--- config.mk ---
export PLATFORM = sky130hd
export DESIGN_NAME = sb_init_ctrl
export DESIGN_NICKNAME = d
export VERILOG_FILES = /design/src/rtl/sb_pkg.sv /design/src/rtl/sb_timeout_cnt.sv /design/src/rtl/sb_init_ctrl.sv
export SDC_FILE = /design/constraint.sdc
export NUM_CORES = 1
export LEC_CHECK = 0
export ABC_AREA = 1
export ABC_CLOCK_PERIOD_IN_PS = 1900
export CAP_MARGIN = 20
export CORE_ASPECT_RATIO = 2
export CORE_MARGIN = 5
export CORE_UTILIZATION = 45
export CTS_CLUSTER_DIAMETER = 50
export DETAILED_ROUTE_END_ITERATION = 16
export PLACE_DENSITY = 0.7
export RECOVER_POWER = 50
export SLEW_MARGIN = 30
export SYNTH_ARGS = -nofsm -noshare
export SYNTH_HDL_FRONTEND = slang
export SYNTH_SLANG_ARGS = --single-unit
--- constraint.sdc ---
create_clock -name i_clk -period 1.9 [get_ports i_clk]
set_input_delay 0.38 -clock i_clk [delete_from_list [all_inputs] [get_ports i_clk]]
set_output_delay 0.38 -clock i_clk [all_outputs]
set_load 0.02 [all_outputs]
--- src/rtl/sb_pkg.sv ---
// Shared sideband types and message codes for the SB link-training phases.
package sb_pkg;

    typedef enum logic [2:0] {
        ST_IDLE,
        ST_PATTERN,
        ST_OOR_TX,
        ST_OOR_WAIT,
        ST_DONE,
        ST_ERROR
    } sb_init_state_e;

    localparam logic [7:0] MSG_SBINIT_OOR      = 8'h91;
    localparam logic [7:0] MSG_SBINIT_DONE_REQ = 8'h95;

endpackage

--- src/rtl/sb_timeout_cnt.sv ---
// Saturating phase timeout counter: clear wins over enable, expire is a level once the
// count reaches TIMEOUT_CYCLES-1. Count updates one cycle after enable; no backpressure.
module sb_timeout_cnt #(
    parameter int TIMEOUT_CYCLES = 800000
) (
    input  logic i_clk,
    input  logic i_rst_n,
    input  logic i_clr,
    input  logic i_en,
    output logic o_expire
);

    localparam int CNT_W = $clog2(TIMEOUT_CYCLES + 1);
    localparam logic [CNT_W-1:0] LAST = CNT_W'(TIMEOUT_CYCLES - 1);

    logic [CNT_W-1:0] r_cnt;

    always_ff @(posedge i_clk or negedge i_rst_n) begin
        if (!i_rst_n) begin
            r_cnt <= '0;
        end else if (i_clr) begin
            r_cnt <= '0;
        end else if (i_en && (r_cnt != LAST)) begin
            r_cnt <= r_cnt + CNT_W'(1);
        end
    end

    assign o_expire = (r_cnt == LAST);

endmodule

--- src/rtl/sb_init_ctrl.sv ---
// SBINIT sequencer: pattern generator launch, then OOR message exchange, under a global timeout.
// All outputs registered (one cycle after the deciding input); no backpressure, pulses are one cycle.
module sb_init_ctrl
    import sb_pkg::*;
#(
    parameter int TIMEOUT_CYCLES = 800000,
    parameter int MSG_W          = 8
) (
    input  logic             i_clk,
    input  logic             i_rst_n,
    input  logic             i_sbinit_start,
    input  logic             i_abort,
    output logic             o_start_pattern_req,
    input  logic             i_start_pattern_done,
    input  logic             i_pattern_time_out,
    output logic             o_msg_req,
    output logic [MSG_W-1:0] o_msg_code,
    input  logic             i_msg_sent,
    input  logic             i_rx_msg_valid,
    input  logic [MSG_W-1:0] i_rx_msg_code,
    output logic             o_sbinit_done,
    output logic             o_sbinit_timeout
);

    localparam logic [MSG_W-1:0] OOR_CODE = MSG_W'(MSG_SBINIT_OOR);

    sb_init_state_e   r_state, w_next_state;
    logic             r_start_q;
    logic             r_spr, w_spr;
    logic             r_mreq, w_mreq;
    logic [MSG_W-1:0] r_code, w_code;
    logic             r_done, w_done;
    logic             r_to, w_to;
    logic             r_tx_ok, w_tx_ok;
    logic             r_rx_ok, w_rx_ok;
    logic             w_expire;
    logic             w_rx_hit;
    logic             w_cnt_clr;
    logic             w_cnt_en;

    assign w_rx_hit  = i_rx_msg_valid && (i_rx_msg_code == OOR_CODE);
    assign w_cnt_clr = (r_state == ST_IDLE);
    assign w_cnt_en  = (r_state == ST_PATTERN) || (r_state == ST_OOR_TX) ||
                       (r_state == ST_OOR_WAIT);

    sb_timeout_cnt #(
        .TIMEOUT_CYCLES (TIMEOUT_CYCLES)
    ) u_timeout_cnt (
        .i_clk    (i_clk),
        .i_rst_n  (i_rst_n),
        .i_clr    (w_cnt_clr),
        .i_en     (w_cnt_en),
        .o_expire (w_expire)
    );

    always_comb begin
        w_next_state = r_state;
        w_spr        = 1'b0;
        w_mreq       = 1'b0;
        w_code       = r_code;
        w_done       = r_done;
        w_to         = r_to;
        w_tx_ok      = r_tx_ok;
        w_rx_ok      = r_rx_ok;

        if (i_abort) begin
            w_next_state = ST_IDLE;
            w_code       = '0;
            w_done       = 1'b0;
            w_to         = 1'b0;
            w_tx_ok      = 1'b0;
            w_rx_ok      = 1'b0;
        end else begin
            case (r_state)
                ST_IDLE: begin
                    if (i_sbinit_start && !r_start_q) begin
                        w_next_state = ST_PATTERN;
                        w_spr        = 1'b1;
                    end
                end
                ST_PATTERN: begin
                    // Partner may finish its pattern first and send OOR early.
                    if (w_rx_hit) w_rx_ok = 1'b1;
                    if (i_pattern_time_out || w_expire) begin
                        w_next_state = ST_ERROR;
                        w_to         = 1'b1;
                    end else if (i_start_pattern_done) begin
                        w_next_state = ST_OOR_TX;
                        w_mreq       = 1'b1;
                        w_code       = OOR_CODE;
                    end
                end
                ST_OOR_TX: begin
                    if (w_rx_hit) w_rx_ok = 1'b1;
                    if (w_expire) begin
                        w_next_state = ST_ERROR;
                        w_to         = 1'b1;
                    end else begin
                        w_next_state = ST_OOR_WAIT;
                    end
                end
                ST_OOR_WAIT: begin
                    if (w_rx_hit)   w_rx_ok = 1'b1;
                    if (i_msg_sent) w_tx_ok = 1'b1;
                    if (r_tx_ok && r_rx_ok) begin
                        w_next_state = ST_DONE;
                        w_done       = 1'b1;
                    end else if (w_expire) begin
                        w_next_state = ST_ERROR;
                        w_to         = 1'b1;
                    end
                end
                ST_DONE, ST_ERROR: begin
                    if (!i_sbinit_start) begin
                        w_next_state = ST_IDLE;
                        w_code       = '0;
                        w_done       = 1'b0;
                        w_to         = 1'b0;
                        w_tx_ok      = 1'b0;
                        w_rx_ok      = 1'b0;
                    end
                end
                default: begin
                    w_next_state = ST_IDLE;
                end
            endcase
        end
    end

    always_ff @(posedge i_clk or negedge i_rst_n) begin
        if (!i_rst_n) begin
            r_state   <= ST_IDLE;
            r_start_q <= 1'b0;
            r_spr     <= 1'b0;
            r_mreq    <= 1'b0;
            r_code    <= '0;
            r_done    <= 1'b0;
            r_to      <= 1'b0;
            r_tx_ok   <= 1'b0;
            r_rx_ok   <= 1'b0;
        end else begin
            r_state   <= w_next_state;
            r_start_q <= i_sbinit_start;
            r_spr     <= w_spr;
            r_mreq    <= w_mreq;
            r_code    <= w_code;
            r_done    <= w_done;
            r_to      <= w_to;
            r_tx_ok   <= w_tx_ok;
            r_rx_ok   <= w_rx_ok;
        end
    end

    assign o_start_pattern_req = r_spr;
    assign o_msg_req           = r_mreq;
    assign o_msg_code          = r_code;
    assign o_sbinit_done       = r_done;
    assign o_sbinit_timeout    = r_to;

endmodule
==> results of run 1 <==
## layout make-up
type | count | area share
clock buffers | 8 | 0.0403
inverters | 34 | 0.0519
multi-input cells | 225 | 0.444
flip-flops and latches | 31 | 0.313
well taps | 55 | 0.0277
repair buffers | 34 | 0.124
## per-layer routing
| layer | GRT usage | wire [um] | vias up |
|---|---|---|---|
| met5 | 0 | 0 | - |
| met4 | 0.139 | 291 | 0 |
| met3 | 0.0352 | 153 | 23 |
| met2 | 0.403 | 3430 | 55 |
| met1 | 0.180 | 1890 | 966 |
| li1 | - | - | 1004 |
## worst max-delay path, delay by kind of cell (launching register included)
family | cells | cell delay [ps]
adder cells (fa/ha/maj) | 1 | 230
AND/OR/NAND/NOR | 7 | 640
buffers and inverters | 2 | 290
AO/OA/AOI/OAI | 1 | 70
flip-flops | 1 | 390
## worst paths after layout
| check | end | cells after the start | slack, ps | from |
|---|---|---|---|---|
| worst max-delay path | u_timeout_cnt.r_cnt[6] | 11 | 170 | u_timeout_cnt.r_cnt[0] |
| worst min-delay path | r_rx_ok | 2 | 480 | r_rx_ok |
| worst max register to register | u_timeout_cnt.r_cnt[6] | 11 | 170 | u_timeout_cnt.r_cnt[0] |
| worst min register to register | r_rx_ok | 2 | 480 | r_rx_ok |
| max in group asynchronous | u_timeout_cnt.r_cnt[13] | 2 | 670 | i_rst_n |
| min in group asynchronous | r_rx_ok | 2 | 710 | i_rst_n |
## metrics by stage
step                cell area, um2  hold WS [ps]  worst slack (ps)   util
global route                  2480           519              15.8  0.545
floorplan                     2100          84.4               287      -
finish                        2480           485               170  0.545
global placement              2390           465               154  0.524
CTS                           2490           492               169  0.546
detailed placement            2390           473               132  0.524
## logic make-up (layout without fill, tap and decap cells)
kind of cell,after synthesis,after routing,synth area share
AND/OR/NAND/NOR,188,188,0.417
buffers and inverters,45,76,0.106
flip-flops,31,31,0.372
AO/OA/AOI/OAI,22,22,0.0600
XOR/XNOR,9,9,0.0378
adder cells (fa/ha/maj),1,1,0.00600
other,1,5,0.00180
## cells in the final DEF (no fill, tap or decap), types with 4 or more instances in the layout
| master | netlist | final |
|---|---|---|
| nand2_1 | 90 | 90 |
| nor2_1 | 39 | 40 |
| dfrtp_1 | 31 | 31 |
| inv_1 | 26 | 26 |
| nand3_1 | 25 | 25 |
| clkdlybuf4s50_1 | 0 | 20 |
| nand4_1 | 12 | 12 |
| o21ai_0 | 11 | 11 |
| buf_4 | 7 | 11 |
| clkbuf_8 | 0 | 7 |
| xor2_1 | 6 | 6 |
| inv_2 | 5 | 5 |
| conb_1 | 1 | 5 |
| nand2_2 | 4 | 4 |
| nor3_1 | 4 | 4 |
| o21ai_1 | 4 | 4 |
## power groups by stage
stage / logic, mW / registers [mW] / clock network, mW
3_5_place_dp: 1.10 / 0.828 / 0
4_1_cts: 1.10 / 0.817 / 0.604
5_1_grt: 1.21 / 0.834 / 0.623
2_1_floorplan: 0.704 / 0.852 / 0
6_report: 1.09 / 0.818 / 0.591
3_3_place_gp: 1.08 / 0.826 / 0
==> out/qor.tcl, run 1 <==
set qor(clockPowerShare) 0.236
set qor(ctsHoldBuffers) 0
set qor(coreArea_um2) 4550
set qor(slew-limit-headroom) 0.461
set qor(worstSetupEndpointType) {flop}
set qor(cts_inserted_buffers) 5
set qor(cpMaxStageDelayCell) {dfrtp_1}
set qor(floorplan.initialDensity) 0.458
set qor(number_of_i_o_pins) 28
set qor(largest_reg_flops) 20
set qor(synth_top_area_frac) 0.372
set qor(drive_gt1_frac) 0.114
set qor(cts_htree_levels) 2
set qor(finalCriticalPeriod_ps) 1730
set qor(final_max_slew_viol_count) 0
set qor(fin_cells) 387
set qor(ir_drop_v) 0.000804
set qor(run_status) {complete, no violations}
set qor(total_leakage_power_nw) 1.20
set qor(worst_setup_hold_path_clk_slew_ps) 70
set qor(timing.final.setup_violations) 0
set qor(placement_rows) 35
set qor(crit_path_cell_trace) {ha_1, nand2_1, clkinv_1, nand2_2, nor2_4, nand3_4, nand2_4, nand2_4, clkinv_2, nand2_1, o31ai_1}
set qor(num-fill-cells) 476
set qor(worst_hold_path_type) {reg2reg}
set qor(netlist_top_cells_count) {nand2_1 (90), nor2_1 (39), dfrtp_1 (31), inv_1 (26), nand3_1 (25)}
set qor(grt_pass1_vias) 2138
set qor(setup.worst_path.start_class) {flop}
set qor(finalSetupTns_ps) 0
set qor(worstMarginPinSlew_ps) 808
set qor(antenna_found_initial) 0
set qor(first_iter_violations) 69
set qor(netlist_instances) 297
set qor(worstSkewPairLatency_ps) 280
set qor(placed_wire_length_estimate_after_detailed_placement_um) 4480
set qor(async_flop_share) 1.00
set qor(max-clock-path-buffers) 2
set qor(syn_avg_cell_area_um2) 7.02
set qor(antenna_violating_nets_post_route) 0
set qor(pwr-share-seq) 0.327
set qor(grt_usage) 0.208
set qor(power.combinational.fraction) 0.437
set qor(post_cts_sizing_count) 0
set qor(timing_worst_setup_path_type) {reg2reg}
set qor(ys_warn_count) 0
set qor(postSynthRegisterBits) 31
set qor(crit_fanout) 12
set qor(swShare) 0.420
set qor(post-place-cells) 379
set qor(length_of_the_first_detailed_routing_pass_in_iterations) 4
set qor(post_synth_num_cell_types) 34
set qor(timing.final.hold_violations) 0
set qor(critical_path_required_ps) 2070
set qor(global_route.overflow_total) 0
set qor(critPathMaxStageDelay_ps) 390
set qor(grt_pass1_wl_um) 9600
set qor(avgViaCountPerCell) 5.29
set qor(synth.yosys.seq_area_share) 0.372
set qor(fin_total_pwr_mw) 2.50
set qor(synth-edff-count) 0
set qor(tritoncts_clock_tree) {yes}
set qor(die_w_um) 58.1
set qor(syn_area_um2) 2080
set qor(postCtsSetupRepairBufs) 0
set qor(fmax_ghz) 0.578
set qor(cts_num_sinks) 31
set qor(synth-main-ff-cell) {dfrtp_1}
set qor(die_area_um2) 6180
set qor(power.switching_mw) 1.05
set qor(per_cell_routed_wire_length_um) 14.9
set qor(final_min_period_over_clock_period) 0.911
set qor(num-nets-final) 348
set qor(area_delta_synth_final_pct) 19.1
set qor(registers.top_by_ff_count) {u_timeout_cnt.r_cnt}
set qor(fp.dieH_um) 106
set qor(cp_data_arrival_time_ps) 1900
set qor(rsz_0062_raised_after_global_routing) {no}
set qor(final_wtd_congestion) 0.982
set qor(timing.clock.skew_ps) 5.95
set qor(num_antenna_cells) 0
set qor(synthMostInstantiatedCell) {nand2_1}
set qor(post_synth_main_area_contributors) {dfrtp_1 (37%), nand2_1 (16%), nor2_1 (7.0%)}
set qor(largest_registers) {u_timeout_cnt.r_cnt: 20 flops, r_state: 3 flops}
set qor(port-buffer-count) 22
set qor(remaining_drc_errors) 0
set qor(drv_cap) 0
set qor(footprint_of_the_multi_input_gates_um2) 1100
set qor(powerDensity_nw_per_um2) 1010
set qor(cell_internal_pwr_mw) 1.45
set qor(grt_max_degree) 32
set qor(vias) 2048
set qor(cts_root_buffer_type) {clkbuf_8}
set qor(final-seq-area_um2) 776
set qor(drt_wl_total_um) 5760
set qor(yosysTopAreaCell) {dfrtp_1}
(Power assumes the default switching activity.)
==> inputs of run 2 (changes only) <==
ABC_CLOCK_PERIOD_IN_PS = not set   (was 1900)
clock period = 2 ns   (was 1.9 ns; I/O delays follow)
==> run 2 against run 1 <==
Critical path depth did not move. Maximum frequency is 5.1% lower. First-iteration DRC count shrank 26%. Flip-flop and latch count did not move. Wire length fell by 1.2%. Design area decreased by 1.6%. Global-route usage is 0.11 points lower. Setup slack better by 7.0 ps. Hold slack gained 36 ps. Count of clock-buffer cells in the layout shrank 3. Clock power fell by 15%. Utilization fell by 0.88 points. Critical path type unchanged. Largest power group unchanged.
==> out/qor.tcl, run 2 (same netlist as run 1, synthesis figures left out) <==
set qor(mostFrequentLayoutCells) {nand2_1 (90), nor2_1 (40), dfrtp_1 (31)}
set qor(ctsHoldBuffers) 0
set qor(area_delta_synth_final_pct) 17.2
set qor(antenna_violating_nets_post_route) 0
set qor(worstMarginPinSlew_ps) 799
set qor(post_cts_sizing_count) 0
set qor(drt_wl_total_um) 5690
set qor(largest_reg_flops) 20
set qor(vias) 2045
set qor(per_cell_routed_wire_length_um) 14.9
set qor(ir_drop_v) 0.000668
set qor(run_status) {complete, no violations}
set qor(first_iter_violations) 51
set qor(worst_setup_hold_path_clk_slew_ps) 70
set qor(worst_hold_path_type) {reg2reg}
set qor(worstReg2RegStart) {u_timeout_cnt.r_cnt[0]}
set qor(grt_max_degree) 32
set qor(crit_fanout) 9
set qor(timing.final.setup_violations) 0
set qor(max-clock-path-buffers) 2
set qor(worstSetupEndpointType) {flop}
set qor(timing.final.hold_violations) 0
set qor(die_w_um) 58.1
set qor(worstSkewPairLatency_ps) 290
set qor(r2r.worst_path.cells) 11
set qor(floorplan.initialDensity) 0.458
set qor(fin_cells) 383
set qor(global_route.overflow_total) 0
set qor(number_of_i_o_pins) 28
set qor(clockPowerShare) 0.219
set qor(coreArea_um2) 4550
set qor(num_antenna_cells) 0
set qor(swShare) 0.444
set qor(routedLengthMet1_um) 1870
set qor(tritoncts_clock_tree) {yes}
set qor(power.combinational.fraction) 0.436
set qor(postCtsSetupRepairBufs) 0
set qor(placed_wire_length_estimate_after_detailed_placement_um) 4520
set qor(top_layer) {met4}
set qor(setup.reg_to_reg.worst_slack_ps) 180
set qor(fp.dieH_um) 106
set qor(cts_inserted_buffers) 5
set qor(fin_total_pwr_mw) 2.30
set qor(cp_data_arrival_time_ps) 2010
set qor(drive_gt1_frac) 0.107
set qor(slew-limit-headroom) 0.467
set qor(wl_met2_um) 3230
set qor(post-place-cells) 375
set qor(cts_htree_levels) 2
set qor(power.switching_mw) 1.02
set qor(cell_internal_pwr_mw) 1.28
set qor(critical_path_required_ps) 2180
set qor(rsz_0062_raised_after_global_routing) {no}
set qor(final_min_period_over_clock_period) 0.912
set qor(total_leakage_power_nw) 1.17
set qor(drv_cap) 0
set qor(layout_commonest_cell) {nand2_1}
set qor(num-fill-cells) 452
set qor(die_area_um2) 6180
set qor(registers.top_by_ff_count) {u_timeout_cnt.r_cnt}
set qor(grt_pass1_wl_um) 9540
set qor(port-buffer-count) 22
set qor(hold_path.startpoint) {r_rx_ok}
set qor(cts_root_buffer_type) {clkbuf_8}
set qor(finalCriticalPeriod_ps) 1820
set qor(length_of_the_first_detailed_routing_pass_in_iterations) 4
set qor(setup.worst_path.start_class) {flop}
set qor(fmax_ghz) 0.548
set qor(pwr-share-seq) 0.345
set qor(powerDensity_nw_per_um2) 942
set qor(placedInstanceArea_um2) 2360
set qor(finalSetupTns_ps) 0
set qor(timing.hold.worst_path_depth) 2
set qor(largest_registers) {u_timeout_cnt.r_cnt: 20 flops, r_state: 3 flops}
set qor(endpoint_of_the_lowest_slack_register_to_register_path) {u_timeout_cnt.r_cnt[15]}
set qor(grt_pass1_vias) 2079
set qor(timing_worst_setup_path_type) {reg2reg}
set qor(final_wtd_congestion) 1.01
set qor(met3RoutedLength_um) 213
set qor(timing.clock.skew_ps) 4.96
set qor(placement_rows) 35
set qor(grt_usage) 0.207
set qor(final_max_slew_viol_count) 0
set qor(antenna_found_initial) 0
set qor(remaining_drc_errors) 0
set qor(finalCoreUtilization) 0.536
set qor(avgViaCountPerCell) 5.34
set qor(worst_hold_path.endpoint) {r_rx_ok}
set qor(finalInstanceArea_um2) 2440
set qor(num-nets-final) 344
set qor(cts_num_sinks) 31
run 2: how the worst max path moves through the flow:
| stage | to | cells past startpoint | start | slack [ps] |
|---|---|---|---|---|
| after global placement | u_timeout_cnt.r_cnt[8] | 11 | u_timeout_cnt.r_cnt[0] | 150 |
| after detailed placement | u_timeout_cnt.r_cnt[6] | 11 | u_timeout_cnt.r_cnt[0] | 160 |
| after floorplan | u_timeout_cnt.r_cnt[17] | 12 | u_timeout_cnt.r_cnt[0] | 390 |
| after CTS | u_timeout_cnt.r_cnt[8] | 11 | u_timeout_cnt.r_cnt[0] | 130 |
| after global routing | u_timeout_cnt.r_cnt[15] | 11 | u_timeout_cnt.r_cnt[0] | 20 |
| final | u_timeout_cnt.r_cnt[15] | 11 | u_timeout_cnt.r_cnt[0] | 180 |
run 2: worst max-delay path: stages, from the launching register on:
cell,delay (ps)
dfrtp_1,470
ha_1,210
nand2_1,70
clkinv_1,80
nand2_2,60
nor2_4,130
nand3_4,120
nand2_4,140
nand2_4,120
buf_4,180
nand3_1,80
nand2_1,50
run 2: layer usage:
layer	GRT usage	vias to the layer above
li1	-	1002
met1	0.179	944
met2	0.394	67
met3	0.0425	32
met4	0.143	0
met5	0	-
run 2: area by class of cell:
| cell class | instances | area (um2) | share of cell area |
|---|---|---|---|
| Multi-Input combinational cell | 225 | 1100 | 0.451 |
| Sequential cell | 31 | 776 | 0.318 |
| Tap cell | 55 | 68.8 | 0.0282 |
| Inverter | 34 | 130 | 0.0533 |
| Clock buffer | 5 | 68.8 | 0.0282 |
| Timing Repair Buffer | 30 | 278 | 0.114 |
| Clock inverter | 3 | 20.0 | 0.00820 |
run 2: power by group through the flow:
| stage | Sequential (mW) | Combinational [mW] | Clock (mW) |
|---|---|---|---|
| CTS | 0.792 | 1.01 | 0.510 |
| finish | 0.794 | 1.00 | 0.503 |
| floorplan | 0.810 | 0.668 | 0 |
| global placement | 0.802 | 0.994 | 0 |
| global route | 0.804 | 1.11 | 0.545 |
| detailed placement | 0.803 | 1.01 | 0 |
run 2: metrics by stage:
| step | setup slack [ps] | hold slack (ps) |
|---|---|---|
| 6_report | 177 | 520 |
| 5_1_grt | 15.6 | 559 |
| 4_1_cts | 132 | 518 |
| 3_5_place_dp | 156 | 498 |
| 3_3_place_gp | 151 | 480 |
| 2_1_floorplan | 387 | 104 |
==> inputs of run 3 (changes only) <==
PLACE_DENSITY = 0.74   (was 0.7)
SLEW_MARGIN = 25   (was 30)
==> run 3 against run 2 <==
Flip-flop and latch count is the same. Critical path depth unchanged. Die area unchanged. Register-to-register slack hardly changed. Clock power is 2% lower. Combinational power about the same. Design area shrank 0.51%. Sequential power shrank 2%. Count of clock-buffer cells in the layout is 1 higher. Total power decreased by 0.52%. Highest routed layer unchanged.
==> out/qor.tcl, run 3 (same netlist as run 1, synthesis figures left out) <==
set qor(coreArea_um2) 4550
set qor(critical_path_required_ps) 2180
set qor(grt_pass1_wl_um) 9450
set qor(setup.reg_to_reg.worst_slack_ps) 170
set qor(worstReg2RegStart) {u_timeout_cnt.r_cnt[0]}
set qor(final_wtd_congestion) 0.971
set qor(fin_cells) 382
set qor(run_status) {complete, no violations}
set qor(slew-limit-headroom) 0.457
set qor(mostFrequentLayoutCells) {nand2_1 (91), nor2_1 (39), dfrtp_1 (31)}
set qor(vias) 2006
set qor(endpoint_of_the_lowest_slack_register_to_register_path) {u_timeout_cnt.r_cnt[8]}
set qor(ir_drop_v) 0.000786
set qor(grt_pass1_vias) 2106
set qor(floorplan.initialDensity) 0.458
set qor(total_leakage_power_nw) 1.16
set qor(worstSkewPairLatency_ps) 290
set qor(first_iter_violations) 36
set qor(cts_root_buffer_type) {clkbuf_8}
set qor(rsz_0062_raised_after_global_routing) {no}
set qor(fp.dieH_um) 106
set qor(grt_max_degree) 32
set qor(layout_commonest_cell) {nand2_1}
set qor(crit_path_cell_trace) {ha_1, nand2_1, clkinv_1, nand2_1, nor2_4, nand3_4, nand2_4, nand2_4, clkinv_2, nand2_1, o31ai_1}
set qor(worstSetupEndpointType) {flop}
set qor(critPathMaxStageDelay_ps) 380
set qor(crit_start) {u_timeout_cnt.r_cnt[0]}
set qor(power.combinational.fraction) 0.445
set qor(registers.top_by_ff_count) {u_timeout_cnt.r_cnt}
set qor(num-fill-cells) 451
set qor(tritoncts_clock_tree) {yes}
set qor(ctsHoldBuffers) 0
set qor(crit_fanout) 14
set qor(die_area_um2) 6180
set qor(drive_gt1_frac) 0.101
set qor(area_delta_synth_final_pct) 16.6
set qor(postCtsSetupRepairBufs) 0
set qor(die_w_um) 58.1
set qor(clockPowerShare) 0.215
set qor(antenna_found_initial) 0
set qor(final_max_slew_viol_count) 0
set qor(timing_worst_setup_path_type) {reg2reg}
set qor(num_antenna_cells) 0
set qor(place_ws_ps) 166
set qor(post-place-cells) 374
set qor(cp_common_cell) {nand2_1}
set qor(crit_path_end) {u_timeout_cnt.r_cnt[8]}
set qor(num-nets-final) 343
set qor(timing.final.hold_violations) 0
set qor(worstMarginPinSlew_ps) 815
set qor(length_of_the_first_detailed_routing_pass_in_iterations) 4
set qor(drt_wl_total_um) 5650
set qor(remaining_drc_errors) 0
set qor(grt_usage) 0.202
set qor(avgViaCountPerCell) 5.25
set qor(fmax_ghz) 0.547
set qor(max-clock-path-buffers) 2
set qor(number_of_i_o_pins) 28
set qor(largest_reg_flops) 20
set qor(finalCriticalPeriod_ps) 1830
set qor(cts_inserted_buffers) 5
set qor(cts_num_sinks) 31
set qor(worst_setup_hold_path_clk_slew_ps) 70
set qor(antenna_violating_nets_post_route) 0
set qor(power.switching_mw) 1.02
set qor(pwr-share-seq) 0.340
set qor(cts_htree_levels) 2
set qor(per_cell_routed_wire_length_um) 14.8
set qor(placed_wire_length_estimate_after_detailed_placement_um) 4450
set qor(powerDensity_nw_per_um2) 942
set qor(largest_registers) {u_timeout_cnt.r_cnt: 20 flops, r_state: 3 flops}
set qor(cpMaxStageDelayCell) {dfrtp_1}
set qor(port-buffer-count) 22
set qor(post-route-worst-setup-slack_ps) 171
set qor(r2r.worst_path.cells) 11
set qor(cell_internal_pwr_mw) 1.27
set qor(swShare) 0.444
set qor(setup.worst_path.start_class) {flop}
set qor(drv_cap) 0
set qor(cp_data_arrival_time_ps) 2010
set qor(global_route.overflow_total) 0
set qor(post_cts_sizing_count) 0
set qor(worst_hold_path_type) {reg2reg}
set qor(final_min_period_over_clock_period) 0.915
set qor(finalSetupTns_ps) 0
set qor(placement_rows) 35
set qor(timing.clock.skew_ps) 10.1
set qor(timing.final.setup_violations) 0
==> run 3: cell types whose count changed in the layout (fill, tap and decap cells not counted), sizes merged <==
cell	change
inv	-1
dlygate4sd3	+1
clkinv	+1
buf	-1
clkbuf	+1
clkinvlp	-1
clkdlybuf4s50	-1
==> run 3: how the worst min path moves through the flow <==
stage,start,end,slack (ps),cells past startpoint
final,r_rx_ok,r_rx_ok,490,2
after global routing,r_tx_ok,r_tx_ok,550,1
after CTS,r_tx_ok,r_tx_ok,500,1
after detailed placement,r_rx_ok,r_rx_ok,480,2
after global placement,r_rx_ok,r_rx_ok,460,2
after floorplan,i_rst_n,o_msg_code[4],100,0
==> run 3: worst max-delay path, delay by kind of cell, from the launching register on <==
kind / cells / cell delay [ps]
AOI/OAI and AO/OA: 1 / 70
and+or+nand+nor: 7 / 740
buffers and inverters: 2 / 320
adders and majority gates: 1 / 230
DFF: 1 / 380
==> run 3: layout make-up <==
type                       instances  area [um2]  share of cell area
clock buffer                       6        72.6              0.0299
multi-input combinational        225        1100               0.453
clock inverter                     2        12.5             0.00515
inverter                          34         129              0.0530
tap                               55        68.8              0.0283
timing repair buffer              29         270               0.111
sequential                        31         776               0.319
==> run 3: power by group through the flow <==
stage	Sequential (mW)	Combinational (mW)	Clock, mW
global placement	0.785	1.01	0
CTS	0.777	1.02	0.506
global route	0.792	1.13	0.532
floorplan	0.810	0.668	0
detailed placement	0.787	1.01	0
finish	0.777	1.02	0.493
==> run 3: stage by stage <==
step,cell area (um2),hold slack [ps],power (mW),utilization
6_report,2430,489,2.29,0.534
3_3_place_gp,2350,461,1.80,0.516
4_1_cts,2430,500,2.30,0.535
5_1_grt,2430,550,2.45,0.534
3_5_place_dp,2350,483,1.80,0.516
2_1_floorplan,2100,104,1.48,-
==> run 3: layer usage <==
layer,track usage,vias to the layer above,share of wire
met5,0,-,0
met4,0.128,0,0.050
met3,0.0413,22,0.035
met2,0.393,64,0.58
met1,0.173,924,0.34
li1,-,996,-
